===== src/rtl/router_pkg.sv =====
// Shared definitions for the router packet source: header field widths,
// payload LFSR taps and the packet FSM state encoding.
package router_pkg;

  localparam int ADDR_W = 2;
  localparam int LEN_W  = 6;
  localparam int DATA_W = 8;

  // x^8 + x^6 + x^5 + x^4 + 1 as a left-shifting Fibonacci tap mask (bits 7,5,4,3)
  localparam logic [DATA_W-1:0] LFSR_TAPS = 8'hB8;
  localparam logic [ADDR_W-1:0] ADDR_MAX  = 2'd2;

  typedef enum logic [2:0] {
    ST_IDLE,
    ST_HDR,
    ST_PLD,
    ST_PAR,
    ST_GAP
  } state_e;

endpackage


===== src/rtl/router_lfsr8.sv =====
// 8-bit Fibonacci LFSR used to generate packet payload bytes.
// An all-zero seed would lock the register, so it is replaced by 8'hFF on load.
module router_lfsr8
  import router_pkg::*;
(
  input  logic              clock,
  input  logic              resetn,
  input  logic              load,
  input  logic              enable,
  input  logic [DATA_W-1:0] seed,
  output logic [DATA_W-1:0] value
);

  logic [DATA_W-1:0] value_q;
  logic [DATA_W-1:0] value_d;

  always_comb begin
    value_d = value_q;
    if (load) begin
      value_d = (seed == '0) ? 8'hFF : seed;
    end else if (enable) begin
      value_d = {value_q[DATA_W-2:0], ^(value_q & LFSR_TAPS)};
    end
  end

  always_ff @(posedge clock or negedge resetn) begin
    if (!resetn) begin
      value_q <= '0;
    end else begin
      value_q <= value_d;
    end
  end

  assign value = value_q;

endmodule


===== src/rtl/router_pkt_src.sv =====
// Packet source for the router: sends header, LFSR payload and parity byte,
// honouring the router's busy stall, then idles GAP_CYCLES before accepting again.
module router_pkt_src
  import router_pkg::*;
#(
  parameter int GAP_CYCLES = 2
) (
  input  logic              clock,
  input  logic              resetn,
  input  logic              start,
  input  logic [ADDR_W-1:0] dest_addr,
  input  logic [LEN_W-1:0]  payload_len,
  input  logic [DATA_W-1:0] seed,
  input  logic              corrupt_parity,
  input  logic              busy,
  output logic [DATA_W-1:0] data_in,
  output logic              pkt_valid,
  output logic              ready,
  output logic              done,
  output logic              cfg_err
);

  state_e            state_q, state_d;
  logic [DATA_W-1:0] data_q, data_d;
  logic              valid_q, valid_d;
  logic              ready_q, ready_d;
  logic              done_q, done_d;
  logic              cfg_err_q, cfg_err_d;
  logic [LEN_W-1:0]  remain_q, remain_d;
  logic [DATA_W-1:0] parity_q, parity_d;
  logic              corrupt_q, corrupt_d;
  logic [3:0]        gap_q, gap_d;

  logic              lfsr_load;
  logic              lfsr_en;
  logic [DATA_W-1:0] lfsr_value;
  logic              cfg_legal;
  logic              xfer;

  assign cfg_legal = (dest_addr <= ADDR_MAX) && (payload_len != '0);
  assign xfer      = !busy;

  // The LFSR runs one byte ahead of data_in: its value is always the next
  // payload byte to present, so it steps whenever a byte moves into data_in.
  router_lfsr8 u_lfsr (
    .clock  (clock),
    .resetn (resetn),
    .load   (lfsr_load),
    .enable (lfsr_en),
    .seed   (seed),
    .value  (lfsr_value)
  );

  always_comb begin
    state_d   = state_q;
    data_d    = data_q;
    valid_d   = valid_q;
    done_d    = 1'b0;
    cfg_err_d = 1'b0;
    remain_d  = remain_q;
    parity_d  = parity_q;
    corrupt_d = corrupt_q;
    gap_d     = gap_q;
    lfsr_load = 1'b0;
    lfsr_en   = 1'b0;

    unique case (state_q)
      ST_IDLE: begin
        if (start) begin
          if (cfg_legal) begin
            state_d   = ST_HDR;
            data_d    = {payload_len, dest_addr};
            valid_d   = 1'b1;
            remain_d  = payload_len;
            corrupt_d = corrupt_parity;
            lfsr_load = 1'b1;
          end else begin
            cfg_err_d = 1'b1;
          end
        end
      end
      ST_HDR: begin
        if (xfer) begin
          state_d  = ST_PLD;
          data_d   = lfsr_value;
          parity_d = data_q;
          lfsr_en  = 1'b1;
        end
      end
      ST_PLD: begin
        if (xfer) begin
          parity_d = parity_q ^ data_q;
          remain_d = remain_q - 1'b1;
          if (remain_q == LEN_W'(1)) begin
            state_d = ST_PAR;
            data_d  = parity_q ^ data_q ^ {DATA_W{corrupt_q}};
            valid_d = 1'b0;
          end else begin
            data_d  = lfsr_value;
            lfsr_en = 1'b1;
          end
        end
      end
      ST_PAR: begin
        if (xfer) begin
          state_d = ST_GAP;
          data_d  = '0;
          done_d  = 1'b1;
          gap_d   = 4'(GAP_CYCLES - 1);
        end
      end
      ST_GAP: begin
        if (gap_q == '0) begin
          state_d = ST_IDLE;
        end else begin
          gap_d = gap_q - 1'b1;
        end
      end
      default: begin
        state_d = ST_IDLE;
        data_d  = '0;
        valid_d = 1'b0;
      end
    endcase

    ready_d = (state_d == ST_IDLE);
  end

  always_ff @(posedge clock or negedge resetn) begin
    if (!resetn) begin
      state_q   <= ST_IDLE;
      data_q    <= '0;
      valid_q   <= 1'b0;
      ready_q   <= 1'b1;
      done_q    <= 1'b0;
      cfg_err_q <= 1'b0;
      remain_q  <= '0;
      parity_q  <= '0;
      corrupt_q <= 1'b0;
      gap_q     <= '0;
    end else begin
      state_q   <= state_d;
      data_q    <= data_d;
      valid_q   <= valid_d;
      ready_q   <= ready_d;
      done_q    <= done_d;
      cfg_err_q <= cfg_err_d;
      remain_q  <= remain_d;
      parity_q  <= parity_d;
      corrupt_q <= corrupt_d;
      gap_q     <= gap_d;
    end
  end

  assign data_in   = data_q;
  assign pkt_valid = valid_q;
  assign ready     = ready_q;
  assign done      = done_q;
  assign cfg_err   = cfg_err_q;

endmodule


===== config.mk =====
export PLATFORM = sky130hd
export DESIGN_NAME = router_pkt_src
export DESIGN_NICKNAME = d
export VERILOG_FILES = /design/src/rtl/router_pkg.sv /design/src/rtl/router_lfsr8.sv /design/src/rtl/router_pkt_src.sv
export SDC_FILE = /design/constraint.sdc
export NUM_CORES = 1
export LEC_CHECK = 0
export CAP_MARGIN = 20
export CELL_PAD_IN_SITES_DETAIL_PLACEMENT = 1
export CELL_PAD_IN_SITES_GLOBAL_PLACEMENT = 1
export CORE_ASPECT_RATIO = 0.5
export CORE_MARGIN = 5
export CORE_UTILIZATION = 34
export CTS_BUF_LIST = sky130_fd_sc_hd__clkbuf_4
export CTS_CLUSTER_SIZE = 16
export DETAILED_ROUTE_END_ITERATION = 12
export GPL_TIMING_DRIVEN = 0
export PLACE_DENSITY = 0.66
export SYNTH_ARGS = -nofsm -noshare
export SYNTH_HDL_FRONTEND = slang
export SYNTH_SLANG_ARGS = --single-unit

===== constraint.sdc =====
create_clock -name clock -period 2.3 [get_ports clock]
set_input_delay 0.46 -clock clock [delete_from_list [all_inputs] [get_ports clock]]
set_output_delay 0.46 -clock clock [all_outputs]
set_load 0.005 [all_outputs]

==> flow_summary.toml, run 1 <==
[run_status]
status = "finished clean"

[timing]
relSlewSlack_pct = 54.1
min_period_ns = 2.22
hold_viol = 0
rsz0062_at_grt = "true"
fmax_mhz = 449
skew_ns = 0.0109
worst_pin_slew_ns = 0.677
timing.final.crit_share_pct = 96.7
setup-violations-final = 0
slew_violations = 0

[final_layout]
area_growth_pct = 22.2
drive_gt1_share_pct = 9.71
final_cell_area_sq_mm = 0.00325
nFillCells = 891
final_nets = 363
post-route-util_pct = 43.5

[floorplanning]
die-height_um = 72.5
die-area_sq_mm = 0.00979
die_w_um = 135
rows = 22
pin_count = 33
start_util_pct = 35.6
core_sq_mm = 0.00746

[yosys]
syn_inst = 296
synth.top_cell.area_share_pct = 38.6
ys_seq_area_share_pct = 39.6
ys.flop_type = "dfrtp_1"
synth_largest_area_cell = "dfrtp_1"
synth.avg_cell_area_sq_um = 8.97
yosysMostFrequentCell = "dfrtp_1"
syn_nets = 320
synth_cell_types = 45
synth-seq-cells = 42
netlist_area_sq_mm = 0.00266
synth_edf_count = 0
ys_async_sr_fraction_pct = 100
yosys_warnings = 0
ys_top_cells_by_count = "41 x dfrtp_1, 23 x a21oi_1, 22 x nor2_1, 21 x o21ai_0, 19 x nand2_1"
synth_area_leaders = "dfrtp_1 39%, o2bb2ai_1 4.6%, a21oi_1 4.3%, xnor2_1 4.3%, a22oi_1 4.2%"

[cts]
root_buffer = "clkbuf_4"
tritoncts = "done"
cts_buffers = 5
insertion_delay_ns = 0.38
htreeDepth = 2
clk_path_buf_depth = 2
post-cts-setup-buffer-count = 0
clkTransAtPathRegs_ns = 0.14
cts.sink_count = 42

[placement]
gp_congestion = 0.846
hpwl_mm = 6.30
dpl_cell_area_sq_mm = 0.00313
port_buffers = 32

[route]
wl_met3_um = 525
initialDrtViolationCount = 231
dr_wl_met2_mm = 3.83
firstDrtPassIters = 4
vias = 2522
drc = 0
top_layer = "met4"
routedWlPerCell_um = 19.0
met1Wirelength_mm = 4.09
wl_mm = 8.52
viasPerCell = 5.62
ant_nets = 0

[setup_path]
start_kind = "input pin"
cp.required_ns = 2.58
critical_path.max_fanout = 10
crit_arrival_ns = 2.50
critPathKind = "in2reg"
end_kind = "register"

[grt]
grt_usage_pct = 18.6
grt_first_pass_wirelength_mm = 14.2
grt.overflow.total = 0
antenna_found_initial = 0
grt_pass1_vias = 2632
grt_max_degree = 28

[power_and_ir_drop]
power_switching_share_pct = 47.1
power_frac_seq_pct = 32.2
clock_power_share_pct = 10.9
p_per_area_mw_per_mm2 = 1460
ir_drop_mv = 0.368
pwr-share-comb_pct = 56.9
power.leakage_nw = 1.27
p_int_mw = 2.50
switchingPower_mw = 2.23

[worst_hold_path]
min_path_type = "in2async"

[job]
maxCapViolCount = 0
## cell usage in the layout, fill, tap and decap left out, types with 6 or more instances in the layout
cell / count
xnor2_1: 13
clkdlybuf4s50_1: 31
inv_1: 11
nand2_1: 18
nand2b_1: 6
nand3_1: 11
o211ai_1: 8
o2bb2ai_1: 14
xor2_1: 9
a22oi_1: 15
nor3_1: 10
o21ai_0: 21
clkbuf_4: 6
o31a_1: 6
clkbuf_1: 9
a21oi_1: 23
dfrtp_1: 41
nor2_1: 21
## critical path: stages
cell and delay, ns:
clkdlybuf4s50_1 0.49, or4_4 0.58, o31a_1 0.30, nand2_2 0.19, buf_4 0.23, o211ai_1 0.12
o31a_1 0.13
## metrics by stage
| stage | hold WS [ns] | total power [mW] | cells | TNS (ns) | setup slack, ns |
|---|---|---|---|---|---|
| global placement | 0.521 | 4.07 | 436 | -25.75 | -0.436 |
| detailed placement | 0.405 | 4.17 | 437 | -9.43 | -0.466 |
| CTS | 0.515 | 4.73 | 446 | 0 | 0.0386 |
| global route | 0.528 | 5.14 | 448 | -0.00663 | -0.00663 |
| floorplan | 0.164 | 3.27 | 296 | 0 | 0.397 |
| finish | 0.513 | 4.73 | 449 | 0 | 0.0752 |
## state kept, by name (all words and copies together), names as in the netlist
signal / flops
ready: 1
data_in: 8
done: 1
gap_q: 4
u_lfsr.value: 8
remain_q: 6
pkt_valid: 1
cfg_err: 1
corrupt_q: 1
state_q: 3
parity_q: 8
## what timing repair did
item,4_1_cts,5_1_grt
endpoints found under the setup margin,13,6
resized for setup,3,2
hold buffers,1,0
hold endpoints to repair,14,0
## cell type report
class                           count  area [sq um]  area share [%]
Sequential cell                    42          1050            32.4
Clock buffer                        6          45.0            1.39
Tap cell                          108           135            4.16
Multi-Input combinational cell    227          1500            46.1
Timing Repair Buffer               36           355            10.9
Inverter                           11          41.3            1.27
Clock inverter                      2          37.5            1.16
Buffer                             16          82.6            2.54
Antenna cell                        1          2.50          0.0771
## cells by family (layout without fill, tap and decap cells)
logic type                 after synthesis  count (layout)  share of synthesized area, %
AOI/OAI and AO/OA                      116             116                          29.6
buffers and inverters                   27              71                          4.66
adders and majority gates                3               3                          1.41
muxes                                    3               3                          1.18
xor gates and xnor gates                22              22                          7.25
and+or+nand+nor                         83              83                          16.3
DFF                                     42              42                          39.6
other                                    0               1                             0
## path summary, 6_finish.rpt
kind                                          from                          end  slack [ns]  cells past startpoint
hold / removal                              resetn  u_lfsr.value[6]$_DFFE_PN0P_        0.51                      2
hold reg to reg               gap_q[1]$_DFFE_PN0P_         gap_q[1]$_DFFE_PN0P_        0.57                      2
setup / recovery                    payload_len[1]  u_lfsr.value[1]$_DFFE_PN0P_        0.08                      7
min in group clock            gap_q[1]$_DFFE_PN0P_         gap_q[1]$_DFFE_PN0P_        0.57                      2
max in group asynchronous                   resetn       data_in[4]$_DFFE_PN0P_        1.30                      3
setup reg to reg           remain_q[1]$_DFFE_PN0P_       data_in[4]$_DFFE_PN0P_        0.20                      7
## metal layers
layer / vias up / track usage (%)
li1: 1190 / -
met1: 1257 / 26.6
met2: 66 / 29.2
met3: 9 / 4.02
met4: 0 / 4.02
met5: - / 0
## power groups by stage
stage	combinational (mW)	sequential, mW	clock [mW]
floorplan	1.88	1.38	0
global placement	2.57	1.50	0
detailed placement	2.65	1.52	0
CTS	2.68	1.51	0.532
global route	2.99	1.57	0.569
finish	2.69	1.52	0.516
(Power assumes the default switching activity.)
==> run 2, diff against run 1 <==
--- a/config.mk
+++ b/config.mk
@@ -12,10 +12,11 @@
 export CORE_MARGIN = 5
 export CORE_UTILIZATION = 34
 export CTS_BUF_LIST = sky130_fd_sc_hd__clkbuf_4
-export CTS_CLUSTER_SIZE = 16
+export CTS_CLUSTER_SIZE = 20
 export DETAILED_ROUTE_END_ITERATION = 12
 export GPL_TIMING_DRIVEN = 0
 export PLACE_DENSITY = 0.66
+export SLEW_MARGIN = 20
 export SYNTH_ARGS = -nofsm -noshare
 export SYNTH_HDL_FRONTEND = slang
 export SYNTH_SLANG_ARGS = --single-unit
==> run 2 against run 1 <==
Against the previous run:
- clock skew decreased by 0.0018 ns
- hold slack got worse by 0.0031 ns
- sequential cell count unchanged
- largest cell class unchanged
==> flow_summary.toml, run 2 (synthesized netlist as in run 1, its figures left out) <==
[run_status]
status = "finished clean"

[timing]
holdWs_ns = 0.510
timing.final.crit_share_pct = 96.3
slew_violations = 0
setup-violations-final = 0
setup_ws_ns = 0.0853
relSlewSlack_pct = 52.3
rsz0062_at_grt = "true"
fin_setup_tns_ns = 0
hold_viol = 0
min_period_ns = 2.21
worst_pin_slew_ns = 0.710
fmax_mhz = 452
skew_ns = 0.00918

[final_layout]
multi_input_comb_area_sq_mm = 0.00151
regArea_sq_mm = 0.00105
area_growth_pct = 22.3
final_nets = 361
drive_gt1_share_pct = 9.76
final_common_cell = "dfrtp_1"
nFillCells = 888
layout_common_cells = "41 x dfrtp_1, 31 x clkdlybuf4s50_1, 23 x a21oi_1, 21 x o21ai_0, 21 x nor2_1"

[worst_hold_path]
min_path_type = "in2async"

[floorplanning]
die-height_um = 72.5
pin_count = 33
core_sq_mm = 0.00746
rows = 22
die_w_um = 135
start_util_pct = 35.6
die-area_sq_mm = 0.00979

[job]
maxCapViolCount = 0

[power_and_ir_drop]
power.leakage_nw = 1.26
power_frac_seq_pct = 32.1
ir_drop_mv = 0.368
pwr-share-comb_pct = 56.9
power_switching_share_pct = 47.3
p_int_mw = 2.50
clock_power_share_pct = 11.0
p_per_area_mw_per_mm2 = 1460
switchingPower_mw = 2.24
power.total_mw = 4.73

[grt]
antenna_found_initial = 0
grt.overflow.total = 0
grt_usage_pct = 18.6
grt_max_degree = 28
grt_pass1_vias = 2632
grt_first_pass_wirelength_mm = 14.2

[setup_path]
end_kind = "register"
cp.required_ns = 2.61
critPathKind = "in2reg"
r2r_slack_ns = 0.18
start_kind = "input pin"
crit_arrival_ns = 2.53
critical_path.max_fanout = 5

[route]
wl_mm = 8.52
initialDrtViolationCount = 244
drc = 0
ant_nets = 0
firstDrtPassIters = 4
viasPerCell = 5.67
vias = 2535
routedWlPerCell_um = 19.1

[cts]
clkTransAtPathRegs_ns = 0.14
cts_buffers = 5
htreeDepth = 2
root_buffer = "clkbuf_4"
cts.sink_count = 42
insertion_delay_ns = 0.38
clk_path_buf_depth = 2
tritoncts = "done"
post-cts-setup-buffer-count = 0

[placement]
pre_cts_slack_ns = -0.466
gp_congestion = 0.846
port_buffers = 32
hpwl_mm = 6.30
==> run 2: final timing paths <==
check / from / cells past startpoint / to
worst max-delay path: payload_len[1] / 6 / remain_q[2]$_DFFE_PN0P_
worst min-delay path: resetn / 2 / u_lfsr.value[6]$_DFFE_PN0P_
worst max register to register: remain_q[1]$_DFFE_PN0P_ / 7 / data_in[4]$_DFFE_PN0P_
worst min register to register: gap_q[1]$_DFFE_PN0P_ / 2 / gap_q[1]$_DFFE_PN0P_
max in group asynchronous: resetn / 3 / data_in[6]$_DFFE_PN0P_
min in group clock: gap_q[1]$_DFFE_PN0P_ / 2 / gap_q[1]$_DFFE_PN0P_
==> run 2: power by group through the flow <==
stage	clock network, mW	registers [mW]	logic, mW
after floorplan	0	1.38	1.88
after global placement	0	1.50	2.57
after detailed placement	0	1.52	2.65
after CTS	0.532	1.51	2.68
after global routing	0.569	1.57	2.99
final	0.519	1.52	2.69
==> run 2: cell type report <==
| cell class | instances | area share, % |
|---|---|---|
| Antenna cell | 1 | 0.0770 |
| Buffer | 16 | 2.54 |
| Clock buffer | 6 | 1.39 |
| Clock inverter | 2 | 1.16 |
| Inverter | 11 | 1.27 |
| Multi-Input combinational cell | 227 | 46.4 |
| Sequential cell | 42 | 32.4 |
| Tap cell | 108 | 4.16 |
| Timing Repair Buffer | 34 | 10.6 |
==> run 2: what timing repair did <==
| item | in CTS | in global routing |
|---|---|---|
| resized for setup | 3 | 2 |
| hold buffers | 1 | 0 |
| endpoints found under the setup margin | 13 | 6 |
| hold endpoints to repair | 14 | 0 |
==> run 2: through the flow <==
stage / instances / area, sq um / utilization (%)
final: 447 / 3250 / 43.6
after global placement: 436 / 3110 / 41.7
after detailed placement: 437 / 3130 / 41.9
after floorplan: 296 / 2660 / -
after CTS: 446 / 3230 / 43.3
after global routing: 446 / 3250 / 43.5
==> run 2: critical path: stages <==
cell and delay (ns):
clkdlybuf4s50_1 0.48, or4_4 0.58, o31a_1 0.30, a21oi_1 0.42, o22ai_1 0.16, nor2_1 0.13
==> run 2: routing by layer <==
metal,track usage (%),up-vias,wire [um]
li1,-,1182,-
met3,4.02,13,438
met5,0,-,0
met4,4.02,0,95
met1,26.6,1273,4210
met2,29.2,67,3770
